### src/rtl/mem_access_unit_if.sv
// Word-wide data memory bus with a req/ack handshake and variable latency.
// The load/store unit is the master; the memory is the slave.
interface mem_access_unit_if;
  logic        mreq;
  logic        mwe;
  logic [31:0] maddr;
  logic [31:0] mwdata;
  logic [3:0]  mbe;
  logic [31:0] mrdata;
  logic        mack;

  modport master (
    output mreq, mwe, maddr, mwdata, mbe,
    input  mrdata, mack
  );

  modport slave (
    input  mreq, mwe, maddr, mwdata, mbe,
    output mrdata, mack
  );
endinterface

### src/rtl/mem_access_unit.sv
// Load/store unit: stalls the core while one memory access is outstanding, aligns
// store lanes, extends loads and reports misaligned accesses and bus timeouts.
module mem_access_unit #(
  parameter int unsigned TIMEOUT = 16
) (
  input  logic              clk,
  input  logic              reset,
  input  logic              mem_read,
  input  logic              mem_write,
  input  logic [2:0]        funct3,
  input  logic [31:0]       addr,
  input  logic [31:0]       wdata,
  output logic [31:0]       rdata,
  output logic              stall,
  output logic              misaligned,
  output logic              bus_err,
  mem_access_unit_if.master bus
);

  localparam int unsigned CNT_W = $clog2(TIMEOUT);

  typedef enum logic [1:0] {
    IDLE = 2'd0,
    REQ  = 2'd1,
    DONE = 2'd2
  } state_t;

  state_t           state, state_next;
  logic [CNT_W-1:0] cnt;
  logic [1:0]       acc_lane;
  logic [2:0]       acc_f3;
  logic             act;
  logic             bad;
  logic             timeout;
  logic [31:0]      st_data;
  logic [3:0]       st_be;

  function automatic logic [31:0] load_ext(input logic [31:0] word,
                                           input logic [1:0]  lane,
                                           input logic [2:0]  f3);
    logic [7:0]  b;
    logic [15:0] h;
    b = word[{lane, 3'b000} +: 8];
    h = word[{lane[1], 4'b0000} +: 16];
    case (f3)
      3'b000:  return {{24{b[7]}}, b};
      3'b001:  return {{16{h[15]}}, h};
      3'b100:  return {24'd0, b};
      3'b101:  return {16'd0, h};
      default: return word;
    endcase
  endfunction

  // Request decode; a store wins when both strobes are high.
  always_comb begin
    // NOTE: every combinational output gets a default first so no path infers a latch.
    act = mem_read | mem_write;
    bad = 1'b0;
    if (mem_write) bad = (funct3 > 3'b010);
    else           bad = (funct3 == 3'b011) || (funct3[2:1] == 2'b11);
    if (funct3[1:0] == 2'b01 && addr[0])          bad = 1'b1;
    if (funct3[1:0] == 2'b10 && addr[1:0] != 2'b00) bad = 1'b1;
  end

  always_comb begin
    st_data = wdata;
    st_be   = 4'b1111;
    case (funct3[1:0])
      2'b00: begin
        st_data = {4{wdata[7:0]}};
        st_be   = 4'b0001 << addr[1:0];
      end
      2'b01: begin
        st_data = {2{wdata[15:0]}};
        st_be   = addr[1] ? 4'b1100 : 4'b0011;
      end
      default: ;
    endcase
  end

  assign timeout = (cnt == CNT_W'(TIMEOUT - 1));

  always_ff @(posedge clk or negedge reset) begin
    // NOTE: sequential state uses non-blocking assignments so all registers update together.
    if (!reset) state <= IDLE;
    else        state <= state_next;
  end

  always_comb begin
    state_next = state;
    stall      = 1'b0;
    misaligned = 1'b0;
    case (state)
      IDLE: begin
        if (act) begin
          if (bad) begin
            misaligned = 1'b1;
          end else begin
            stall      = 1'b1;
            state_next = REQ;
          end
        end
      end
      REQ: begin
        stall = 1'b1;
        if (bus.mack || timeout) state_next = DONE;
      end
      DONE:    state_next = IDLE;
      default: state_next = IDLE;
    endcase
    // NOTE: these outputs are combinational, so they are forced low while reset is held.
    if (!reset) begin
      stall      = 1'b0;
      misaligned = 1'b0;
    end
  end

  always_ff @(posedge clk or negedge reset) begin
    if (!reset) begin
      bus.mreq   <= 1'b0;
      bus.mwe    <= 1'b0;
      bus.maddr  <= '0;
      bus.mwdata <= '0;
      bus.mbe    <= '0;
      rdata      <= '0;
      bus_err    <= 1'b0;
      cnt        <= '0;
      acc_lane   <= '0;
      acc_f3     <= '0;
    end else begin
      case (state)
        IDLE: begin
          bus_err <= 1'b0;
          if (act && !bad) begin
            bus.mreq   <= 1'b1;
            bus.mwe    <= mem_write;
            bus.maddr  <= {addr[31:2], 2'b00};
            bus.mwdata <= mem_write ? st_data : 32'd0;
            bus.mbe    <= mem_write ? st_be : 4'b1111;
            cnt        <= '0;
            acc_lane   <= addr[1:0];
            acc_f3     <= funct3;
          end
        end
        REQ: begin
          if (bus.mack) begin
            bus.mreq <= 1'b0;
            rdata    <= bus.mwe ? 32'd0 : load_ext(bus.mrdata, acc_lane, acc_f3);
          end else if (timeout) begin
            bus.mreq <= 1'b0;
            rdata    <= '0;
            bus_err  <= 1'b1;
          end else begin
            cnt <= cnt + 1'b1;
          end
        end
        default: bus_err <= 1'b0;
      endcase
    end
  end

endmodule

### src/flat_wrapper.sv
// flat-port wrapper written by rule: the top's interface ports become plain ports
module mem_access_unit_flat 
#(
  parameter int unsigned TIMEOUT = 16
)
  (clk, reset, mem_read, mem_write, funct3, addr, wdata, rdata, stall, misaligned, bus_err, bus_mreq, bus_mwe, bus_maddr, bus_mwdata, bus_mbe, bus_mrdata, bus_mack);
  mem_access_unit_if bus_i ();
  input  logic clk;
  input  logic reset;
  input  logic mem_read;
  input  logic mem_write;
  input  logic [2:0] funct3;
  input  logic [31:0] addr;
  input  logic [31:0] wdata;
  output logic [31:0] rdata;
  output logic stall;
  output logic misaligned;
  output logic bus_err;
  output wire logic [$bits(bus_i.mreq)-1:0] bus_mreq;
  output wire logic [$bits(bus_i.mwe)-1:0] bus_mwe;
  output wire logic [$bits(bus_i.maddr)-1:0] bus_maddr;
  output wire logic [$bits(bus_i.mwdata)-1:0] bus_mwdata;
  output wire logic [$bits(bus_i.mbe)-1:0] bus_mbe;
  input wire logic [$bits(bus_i.mrdata)-1:0] bus_mrdata;
  input wire logic [$bits(bus_i.mack)-1:0] bus_mack;
  assign bus_mreq = bus_i.mreq;
  assign bus_mwe = bus_i.mwe;
  assign bus_maddr = bus_i.maddr;
  assign bus_mwdata = bus_i.mwdata;
  assign bus_mbe = bus_i.mbe;
  assign bus_i.mrdata = bus_mrdata;
  assign bus_i.mack = bus_mack;
  mem_access_unit #(.TIMEOUT(TIMEOUT)) u_core (.clk(clk), .reset(reset), .mem_read(mem_read), .mem_write(mem_write), .funct3(funct3), .addr(addr), .wdata(wdata), .rdata(rdata), .stall(stall), .misaligned(misaligned), .bus_err(bus_err), .bus(bus_i));
endmodule
### config.mk
export PLATFORM = sky130hd
export DESIGN_NAME = mem_access_unit_flat
export DESIGN_NICKNAME = d
export VERILOG_FILES = /design/src/rtl/mem_access_unit_if.sv /design/src/rtl/mem_access_unit.sv /design/src/flat_wrapper.sv
export SDC_FILE = /design/constraint.sdc
export NUM_CORES = 1
export LEC_CHECK = 0
export ABC_AREA = 0
export BUFFER_PORTS_ARGS = -buffer_cell sky130_fd_sc_hd__buf_2
export CAP_MARGIN = 20
export CORE_ASPECT_RATIO = 0.5
export CORE_MARGIN = 2
export CORE_UTILIZATION = 27
export CTS_CLUSTER_SIZE = 24
export DETAILED_ROUTE_END_ITERATION = 12
export GPL_TIMING_DRIVEN = 0
export HOLD_SLACK_MARGIN = 0.08
export SYNTH_ARGS = -nofsm -noshare
export SYNTH_HDL_FRONTEND = slang
export SYNTH_SLANG_ARGS = --single-unit
### constraint.sdc
create_clock -name clk -period 3.65 [get_ports clk]
set_input_delay 0 -clock clk [delete_from_list [all_inputs] [get_ports clk]]
set_output_delay 0 -clock clk [all_outputs]
set_load 0.03 [all_outputs]
==> results.cfg, run 1 <==
[outcome]
status = complete, no violations

[yosys]
ys_warn_count = 0
synth.avg_cell_area_um2 = 10.57
synth_area_um2 = 5201
synthTopCellsByArea = dfrtp_1 (54%), mux2_2 (13%), nand2_1 (6.6%)
ys_ff_latch = 112
synth_top_area_share_pct = 53.89
synth_mux_area_share_pct = 14.75
synth-compound-area-share_pct = 16.50
synth_top_family_by_area = compound AO/OA/AOI/OAI gates
synth_simple_gate_area_share_pct = 10.06
synth_fa_ha_area_share_pct = 0.2406
syn_inst = 492
synth-xor-area-share_pct = 0
seq_area_frac_synth_pct = 53.89
ys_types = 39
synth_top_cell_by_area = dfrtp_1

[timing]
period_minus_slack_ns = 2.267
setup_viol = 0
worst_clock_skew_ns = 0.01004
setup_tns_ns = 0
timing.fmax_ghz = 0.4412
rsz0062_at_grt = false
whs_ns = 0.09887
slew_viol_final = 0
final-hold-violation-count = 0
slew-limit-headroom_pct = 47.63
fin_crit_sh_pct = 62.10
tightest_slew_ns = 0.7827

[global_routing]
grt_usage_pct = 17.31
overflow = 0
antenna_found_initial = 0
grt_start_max_net_pins = 71
grt_pass1_wl_um = 27480
first_global_vias = 5024

[clocking]
cts-buffers-inserted = 9
clock_path_buffers = 2
htreeDepth = 3
cts_sinks = 112
clkTransAtPathRegs_ns = 0.08
clk_latency_ns = 0.36
postCtsSetupBuffers = 0
cts_tree = done
root_buffer = clkbuf_16

[critical_path]
path_cells = nand2b_4, or3b_1, buf_6, nor2_1, buf_2, a221o_2
worstPathRequired_ns = 3.95
r2r_slack_ns = 1.38
worstSetupStartpointType = register
cp_slowest_cell = nor2_1
reg2reg_to = u_core.rdata[16]
crit_buf_inv = 2
arrival_ns = 2.57
criticalPathCategory = register to register
r2r_start = u_core.state[1]
max_stage_delay_ns = 0.49
r2r_cells = 6
cp-end-kind = register
crit_path_max_fanout = 10
path_depth = 6
cp_top_family = simple AND/OR/NAND/NOR gates

[drt]
initialDrtViolationCount = 233
wire_per_inst_um = 16.72
drc = 0
vias_per_cell = 4.648
detail_route.first_pass.iterations = 4
num_vias = 4945
routed_wl_um = 17790
ant_nets = 0

[final_layout]
diodes = 0
nets = 906
fin_area_um2 = 7807
area.growth.synth_to_final_pct = 50.11
drive_above_1_share_pct = 38.26
final_common_cell = buf_2
layout_common_cells = buf_2 (210), dfrtp_1 (112), nand2_1 (92), dlygate4sd3_1 (92), mux2_2 (61)

[place]
numPortBuffers = 204
gp_congestion = 0.8247
placed_cell_area_um2 = 6584
hpwlAfterDp_um = 13020

[floorplan]
die-height_um = 102.1
core_um2 = 18660
rows = 35
ios = 209
die_area_um2 = 20460
fp.dieW_um = 200.3
initial_core_util_pct = 27.88

[pwr]
p_per_area_nw_per_um2 = 699.9
p_leak_nw = 3.806
peakVddDrop_v = 0.0002934

[flow_run]
drv_cap = 0

[hold_path]
hold_path_depth = 4
hp-class = input port to register
hold_end = u_core.bus.mwdata[16]
hp-start = wdata[16]
-- sequential cells by signal, summed over array words and instances, names as in the netlist --
register / flops
u_core.bus.mreq: 1
u_core.bus.mwdata: 32
u_core.acc_lane: 2
u_core.state: 2
u_core.bus.maddr: 30
u_core.bus_err: 1
u_core.bus.mwe: 1
u_core.rdata: 32
u_core.cnt: 4
u_core.acc_f3: 3
u_core.bus.mbe: 4
-- through the flow --
step / setup WS (ns) / std cells / total power, mW / utilization [%]
finish: 1.383 / 1064 / 5.465 / 41.85
floorplan: 1.764 / 493 / 3.551 / -
CTS: 1.409 / 1064 / 5.507 / 41.85
detailed placement: 1.424 / 957 / 4.378 / 35.29
global placement: 0.8368 / 956 / 4.325 / 35.11
global route: 1.304 / 1064 / 5.777 / 41.85
-- worst register-to-register path, delay by kind of cell (launching register included) --
family          cells  cell delay, ns
flops               1            0.46
buf+inv             2            0.51
compound gates      1            0.18
simple gates        3            1.06
-- logic make-up (layout without fill, tap and decap cells) --
| family | Yosys count | in the layout |
|---|---|---|
| simple gates | 126 | 126 |
| fa+ha+maj | 1 | 1 |
| compound gates | 129 | 129 |
| other cells | 1 | 2 |
| mux | 69 | 69 |
| buf+inv | 54 | 366 |
| flops | 112 | 112 |
-- power breakdown --
group | leakage [nW] | switching [mW] | internal [mW]
combinational | 2.25 | 1.61 | 0.847
clock | 0.146 | 0.488 | 0.555
sequential | 1.41 | 0.272 | 1.69
total | 3.81 | 2.37 | 3.10
-- synth_stat cells (all sizes together) --
master   number
nor2b         1
a21o          1
a221o        16
clkbuf       20
or3b          1
o22ai         8
nor2         17
nand4         1
or2           1
nand2b        4
o2bb2ai       1
a221oi        2
buf          15
mux2i         8
o21ai        56
conb          1
dfrtp       112
o211ai        3
ha            1
nand3         5
a21oi        22
a31oi         1
o31ai         7
mux2         61
o21ba         2
a22o          8
nor4b         1
inv          19
nor4          1
or3           1
nand2        92
a22oi         1
a2111oi       1
or4           1
-- what timing repair did --
item	CTS	global route
gates resized for setup	0	0
endpoints found under the hold margin	206	0
hold buffers	92	0
-- area by class of cell --
class / instances / area, µm²
clock buffer: 10 / 239.0
clock inverter: 5 / 63.81
timing repair buffer: 297 / 1976
multi-input combinational: 327 / 2168
fill: 1863 / 10850
inverter: 19 / 71.32
tap: 259 / 324.1
buffer: 35 / 162.7
sequential: 112 / 2803
-- worst max-delay path by stage --
stage,startpoint,endpoint,slack [ns]
2_1_floorplan,u_core.state[1],u_core.rdata[16],1.76
3_3_place_gp,reset,misaligned,0.84
3_5_place_dp,u_core.state[1],u_core.rdata[20],1.42
4_1_cts,u_core.state[1],u_core.rdata[20],1.41
5_1_grt,u_core.cnt[0],u_core.rdata[0],1.30
6_report,u_core.state[1],u_core.rdata[16],1.38
-- routing by layer --
metal | vias up | share of wire (%) | global-route usage (%)
li1 | 2347 | - | -
met1 | 2451 | 45 | 22.39
met2 | 130 | 49 | 29.99
met3 | 17 | 4.6 | 3.827
met4 | 0 | 1.2 | 4.217
met5 | - | 0 | 0
Note: power is estimated with default switching activity, not from simulation.
==> inputs of run 2 (changes only) <==
- ABC_AREA: 0 -> 1
- clock period: 3.65 -> 2.2 ns (I/O delays scaled with it)
==> run 2 against run 1 <==
Cell area up 1.8%. Clock skew up 0.0018 ns. Synthesized cell count up 38%. Critical path depth up 3. Synthesized area up 0.63%. Clock power up 64%. Wire length up 1.7%. Global-route usage up 0.66 points. Combinational power up 54%. Highest routed layer unchanged.
==> results.cfg, run 2 <==
[final_layout]
nets = 1103
fillers = 1931
diodes = 0
layout_common_cells = nand2_1 (320), buf_2 (216), dfrtp_1 (111)
fin_area_um2 = 7946
final_common_cell = nand2_1
drive_above_1_share_pct = 25.72
area.growth.synth_to_final_pct = 51.83
reg_top3 = u_core.bus.mwdata (32), u_core.rdata (32), u_core.bus.maddr (30)

[clocking]
root_buffer = clkbuf_16
cts_tree = done
clock_path_buffers = 2
htreeDepth = 3
cts_sinks = 112
clkTransAtPathRegs_ns = 0.07
clk_latency_ns = 0.36
cts-buffers-inserted = 9

[yosys]
synth_simple_gate_area_share_pct = 31.82
syn_inst = 680
synth_top_area_share_pct = 53.55
synth-xor-area-share_pct = 0.1673
synth.avg_cell_area_um2 = 7.697
ys_warn_count = 0
synth_fa_ha_area_share_pct = 0.2391
synth_edf_count = 0
async_reset_ff_share_pct = 100.0
synth_commonest_cells = nand2_1 (320), dfrtp_1 (112), o21ai_0 (51), nor2_1 (50), nand3_1 (35)
synth-compound-area-share_pct = 8.630
seq_area_frac_synth_pct = 53.55
synth_top_family_by_area = simple AND/OR/NAND/NOR gates
synth_mux_area_share_pct = 0
ys_types = 27
synthMostInstantiatedCell = nand2_1
synthTopCellsByArea = dfrtp_1 (54%), nand2_1 (23%), o21ai_0 (4.9%)
synth_top_cell_by_area = dfrtp_1
ys_ff_latch = 112
synth_flop_cell = dfrtp_1
synth_area_um2 = 5234

[critical_path]
cp-end-kind = primary output
reg2reg_to = u_core.rdata[0]
cp-endpoint = stall
arrival_ns = 2.06
worstPathRequired_ns = 2.20
startpoint = funct3[0]
worstSetupStartpointType = input port
crit_path_max_fanout = 10
criticalPathCategory = input port to primary output
r2r_slack_ns = 0.15
r2r_start = u_core.acc_f3[0]
r2r_cells = 6

[timing]
setup_viol = 0
slew_viol_final = 0
setup_tns_ns = 0
tightest_slew_ns = 0.5118
worst_clock_skew_ns = 0.01183
rsz0062_at_grt = false
fin_crit_sh_pct = 93.46
period_minus_slack_ns = 2.056
timing.fmax_ghz = 0.4864
slew-limit-headroom_pct = 65.88
final-hold-violation-count = 0
fin_ws_ns = 0.1439

[floorplan]
initial_core_util_pct = 27.99
die-height_um = 102.5
core_um2 = 18700
ios = 209
rows = 35
die_area_um2 = 20580
fp.dieW_um = 200.9

[drt]
routed_wl_um = 18100
drc = 0
num_vias = 5658
initialDrtViolationCount = 232
vias_per_cell = 4.483
wire_per_inst_um = 14.34
ant_nets = 0
detail_route.first_pass.iterations = 5

[global_routing]
grt_pass1_wl_um = 29040
antenna_found_initial = 0
grt_start_max_net_pins = 65
first_global_vias = 5754
overflow = 0
grt_usage_pct = 17.97

[place]
hpwlAfterDp_um = 12890
pre_cts_slack_ns = 0.3520
numPortBuffers = 205
gp_congestion = 0.8627
placed_cell_area_um2 = 6621

[hold_path]
hp-class = input port to register

[pwr]
power_mw = 8.673
peakVddDrop_v = 0.0003888
p_per_area_nw_per_um2 = 1091
p_leak_nw = 4.335

[outcome]
status = complete, no violations

[flow_run]
drv_cap = 0
run 2: cell types whose count changed in the layout (fill, tap and decap cells not counted), moves of 8 or more:
cell / delta
a22o_1: -8
mux2_2: -61
mux2i_1: -8
a21oi_1: -12
inv_1: +9
dlygate4sd3_1: +9
nor2_1: +31
nand2_1: +228
clkbuf_1: -10
o22ai_1: -8
nand3_1: +30
a221o_2: -10
run 2: where the power goes:
part | switching (mW) | internal [mW]
clock | 0.815 | 0.899
sequential | 0.407 | 2.75
combinational | 2.65 | 1.15
total | 3.87 | 4.80
run 2: cell families (layout without fill, tap and decap cells):
| family | Yosys count | after routing |
|---|---|---|
| and+or+nand+nor | 419 | 419 |
| DFF | 112 | 112 |
| AOI/OAI and AO/OA | 79 | 79 |
| buffers and inverters | 67 | 389 |
| adders and majority gates | 1 | 1 |
| other | 1 | 2 |
| xor gates and xnor gates | 1 | 1 |
run 2: per-layer routing:
layer	wire (µm)	vias up	global-route usage, %
li1	-	2773	-
met3	1041	35	4.050
met5	0	-	0
met4	430	0	6.439
met1	7650	2674	21.70
met2	8978	176	32.13
run 2: worst min path at each step:
stage / start / endpoint / slack (ns) / cells after the start
after global placement: addr[30] / u_core.bus.maddr[30] / 0.19 / 3
final: funct3[1] / u_core.bus.mwdata[13] / 0.14 / 6
after detailed placement: reset / u_core.bus.mwdata[6] / -0.01 / 1
after CTS: funct3[1] / u_core.bus.mwdata[13] / 0.12 / 6
after global routing: funct3[1] / u_core.bus.mwdata[13] / 0.17 / 6
after floorplan: reset / u_core.acc_f3[0] / -0.30 / 0
run 2: timing repair:
action	CTS	global route
endpoints found under the hold margin	215	0
setup endpoints to repair	0	1
hold buffers	101	0
gates resized for setup	0	8
setup buffers	0	0
run 2: worst max-delay path, stage by stage:
cell	delay, ns
dlygate4sd3_1	0.54
buf_2	0.18
nor2_4	0.23
inv_2	0.11
nand2_2	0.10
nand4_4	0.23
buf_4	0.27
a21boi_0	0.17
buf_2	0.22
run 2: area by class of cell:
cell class / instances / area (µm²) / area share [%]
inverter: 33 / 123.9 / 1.559
timing repair buffer: 307 / 2071 / 26.06
buffer: 33 / 163.9 / 2.063
multi-input combinational: 502 / 2156 / 27.13
clock inverter: 7 / 78.83 / 0.9920
sequential: 112 / 2804 / 35.29
tap: 259 / 324.1 / 4.078
clock buffer: 9 / 225.2 / 2.834
run 2: through the flow:
step | util (%) | hold slack (ns) | cells
4_1_cts | 42.44 | 0.1233 | 1263
6_report | 42.50 | 0.1443 | 1262
5_1_grt | 42.50 | 0.1738 | 1262
2_1_floorplan | - | -0.2956 | 681
3_5_place_dp | 35.41 | -0.01051 | 1146
3_3_place_gp | 35.23 | 0.1943 | 1145
==> inputs of run 3 (changes only) <==
- REMOVE_ABC_BUFFERS: default -> 1
==> run 3 against run 2 <==
Cell area fell by 0.50%. Sequential power increased by 2%. Final cell count down 2.0%. Maximum frequency rose by 1.7%. Flip-flop and latch count is the same. Non-clock buffer count fell by 28. Sequential share of layout area rose by 0.19 points. Register-to-register slack gained 0.09 ns. Critical endpoint unchanged.
==> results.cfg, run 3 (synthesis gave the netlist of run 2 again) <==
[outcome]
status = complete, no violations

[critical_path]
r2r_cells = 5
worstPathRequired_ns = 2.20
crit_path_max_fanout = 52
criticalPathCategory = register to primary output
r2r_slack_ns = 0.24
reg2reg_to = u_core.rdata[28]
r2r_start = u_core.acc_f3[1]
worstSetupStartpointType = register
cp-end-kind = primary output
arrival_ns = 2.02

[timing]
setup_viol = 0
slew_viol_final = 0
fin_ws_ns = 0.1776
final-hold-violation-count = 0
whs_ns = 0.1018
setup_tns_ns = 0
rsz0062_at_grt = false
worst_clock_skew_ns = 0.008667
tightest_slew_ns = 0.6680
timing.fmax_ghz = 0.4945
period_minus_slack_ns = 2.022
slew-limit-headroom_pct = 55.36
fin_crit_sh_pct = 91.93

[place]
gp_congestion = 0.8497
hpwlAfterDp_um = 11460
numPortBuffers = 206
placed_cell_area_um2 = 6516
pre_cts_slack_ns = -0.5453

[hold_path]
hp-start = wdata[11]
hold_end = u_core.bus.mwdata[11]
hp-class = input port to register
hold_path_depth = 5

[final_layout]
multi_input_area_um2 = 2186
drive_above_1_share_pct = 26.07
final_common_cell = nand2_1
reg_top3 = u_core.bus.mwdata (32), u_core.rdata (32), u_core.bus.maddr (30)
diodes = 0
area.growth.synth_to_final_pct = 51.06
fin_area_um2 = 7906
nets = 1078
fillers = 1875
seq_area_um2 = 2805
layout_common_cells = nand2_1 (319), buf_2 (205), dfrtp_1 (110)

[flow_run]
drv_cap = 0

[drt]
ant_nets = 0
routed_wl_um = 17860
drc = 0
detail_route.first_pass.iterations = 4
num_vias = 5542
wire_per_inst_um = 14.43
vias_per_cell = 4.480
initialDrtViolationCount = 262

[global_routing]
met2_usage_pct = 30.18
grt_start_max_net_pins = 59
grt_util_met1_pct = 22.17
grt_usage_pct = 17.37
grt_pass1_wl_um = 28260
overflow = 0
gr-usage-met3_pct = 3.348
gr-max-usage-layer = met2
first_global_vias = 5378
antenna_found_initial = 0

[floorplan]
rows = 35
die-height_um = 102.5
core_um2 = 18700
initial_core_util_pct = 27.99
ios = 209
fp.dieW_um = 200.9
die_area_um2 = 20580

[clocking]
clk_latency_ns = 0.35
cts_sinks = 112
clkTransAtPathRegs_ns = 0.08
htreeDepth = 3
clock_path_buffers = 2
cts_tree = done
cts-buffers-inserted = 9
root_buffer = clkbuf_16

[pwr]
peakVddDrop_v = 0.0003986
p_leak_nw = 4.285
power_mw = 8.687
p_per_area_nw_per_um2 = 1099
==> run 3: repair_timing <==
item                                    4_1_cts  5_1_grt
gates resized for setup                       6        2
setup buffers                                 0        2
pin swaps                                     1        1
hold buffers                                 99        0
endpoints found under the setup margin       75       14
hold endpoints to repair                    158        0
gates cloned                                  3        0
==> run 3: worst max-delay path, cell delays in order (launching register included) <==
cell	delay, ns
dfrtp_1	0.39
nor2_2	0.34
nand4_4	0.27
buf_12	0.28
a21boi_0	0.16
buf_2	0.22
==> run 3: layout make-up <==
class / instances / area share (%)
Clock buffer: 10 / 3.023
Clock inverter: 6 / 0.8546
Inverter: 33 / 1.662
Multi-Input combinational cell: 504 / 27.65
Sequential cell: 112 / 35.48
Tap cell: 259 / 4.099
Timing Repair Buffer: 312 / 27.17
Timing Repair inverter: 1 / 0.06330
==> run 3: worst max-delay path by stage <==
| stage | startpoint | endpoint | depth (start not counted) |
|---|---|---|---|
| 6_report | u_core.state[0] | stall | 5 |
| 5_1_grt | u_core.state[0] | stall | 5 |
| 4_1_cts | funct3[0] | stall | 9 |
| 3_5_place_dp | funct3[1] | u_core.bus.mwdata[11] | 9 |
| 3_3_place_gp | funct3[1] | u_core.bus.mwdata[27] | 8 |
| 2_1_floorplan | u_core.state[0] | u_core.bus.mwdata[0] | 5 |
==> run 3: layer usage <==
layer | up-vias | routed length [µm]
li1 | 2728 | -
met1 | 2610 | 8073
met2 | 168 | 8571
met3 | 36 | 765
met5 | - | 0
met4 | 0 | 444
==> run 3: stage by stage <==
step,instances,util (%)
floorplan,647,-
global placement,1112,34.37
detailed placement,1116,34.85
CTS,1234,42.03
global route,1237,42.28
finish,1237,42.28
==> run 3: power by group <==
part           total (mW)  switching, mW  leakage [nW]  internal (mW)
combinational        3.77           2.64          2.71           1.12
clock                1.71          0.792         0.145          0.920
sequential           3.21          0.457          1.43           2.75
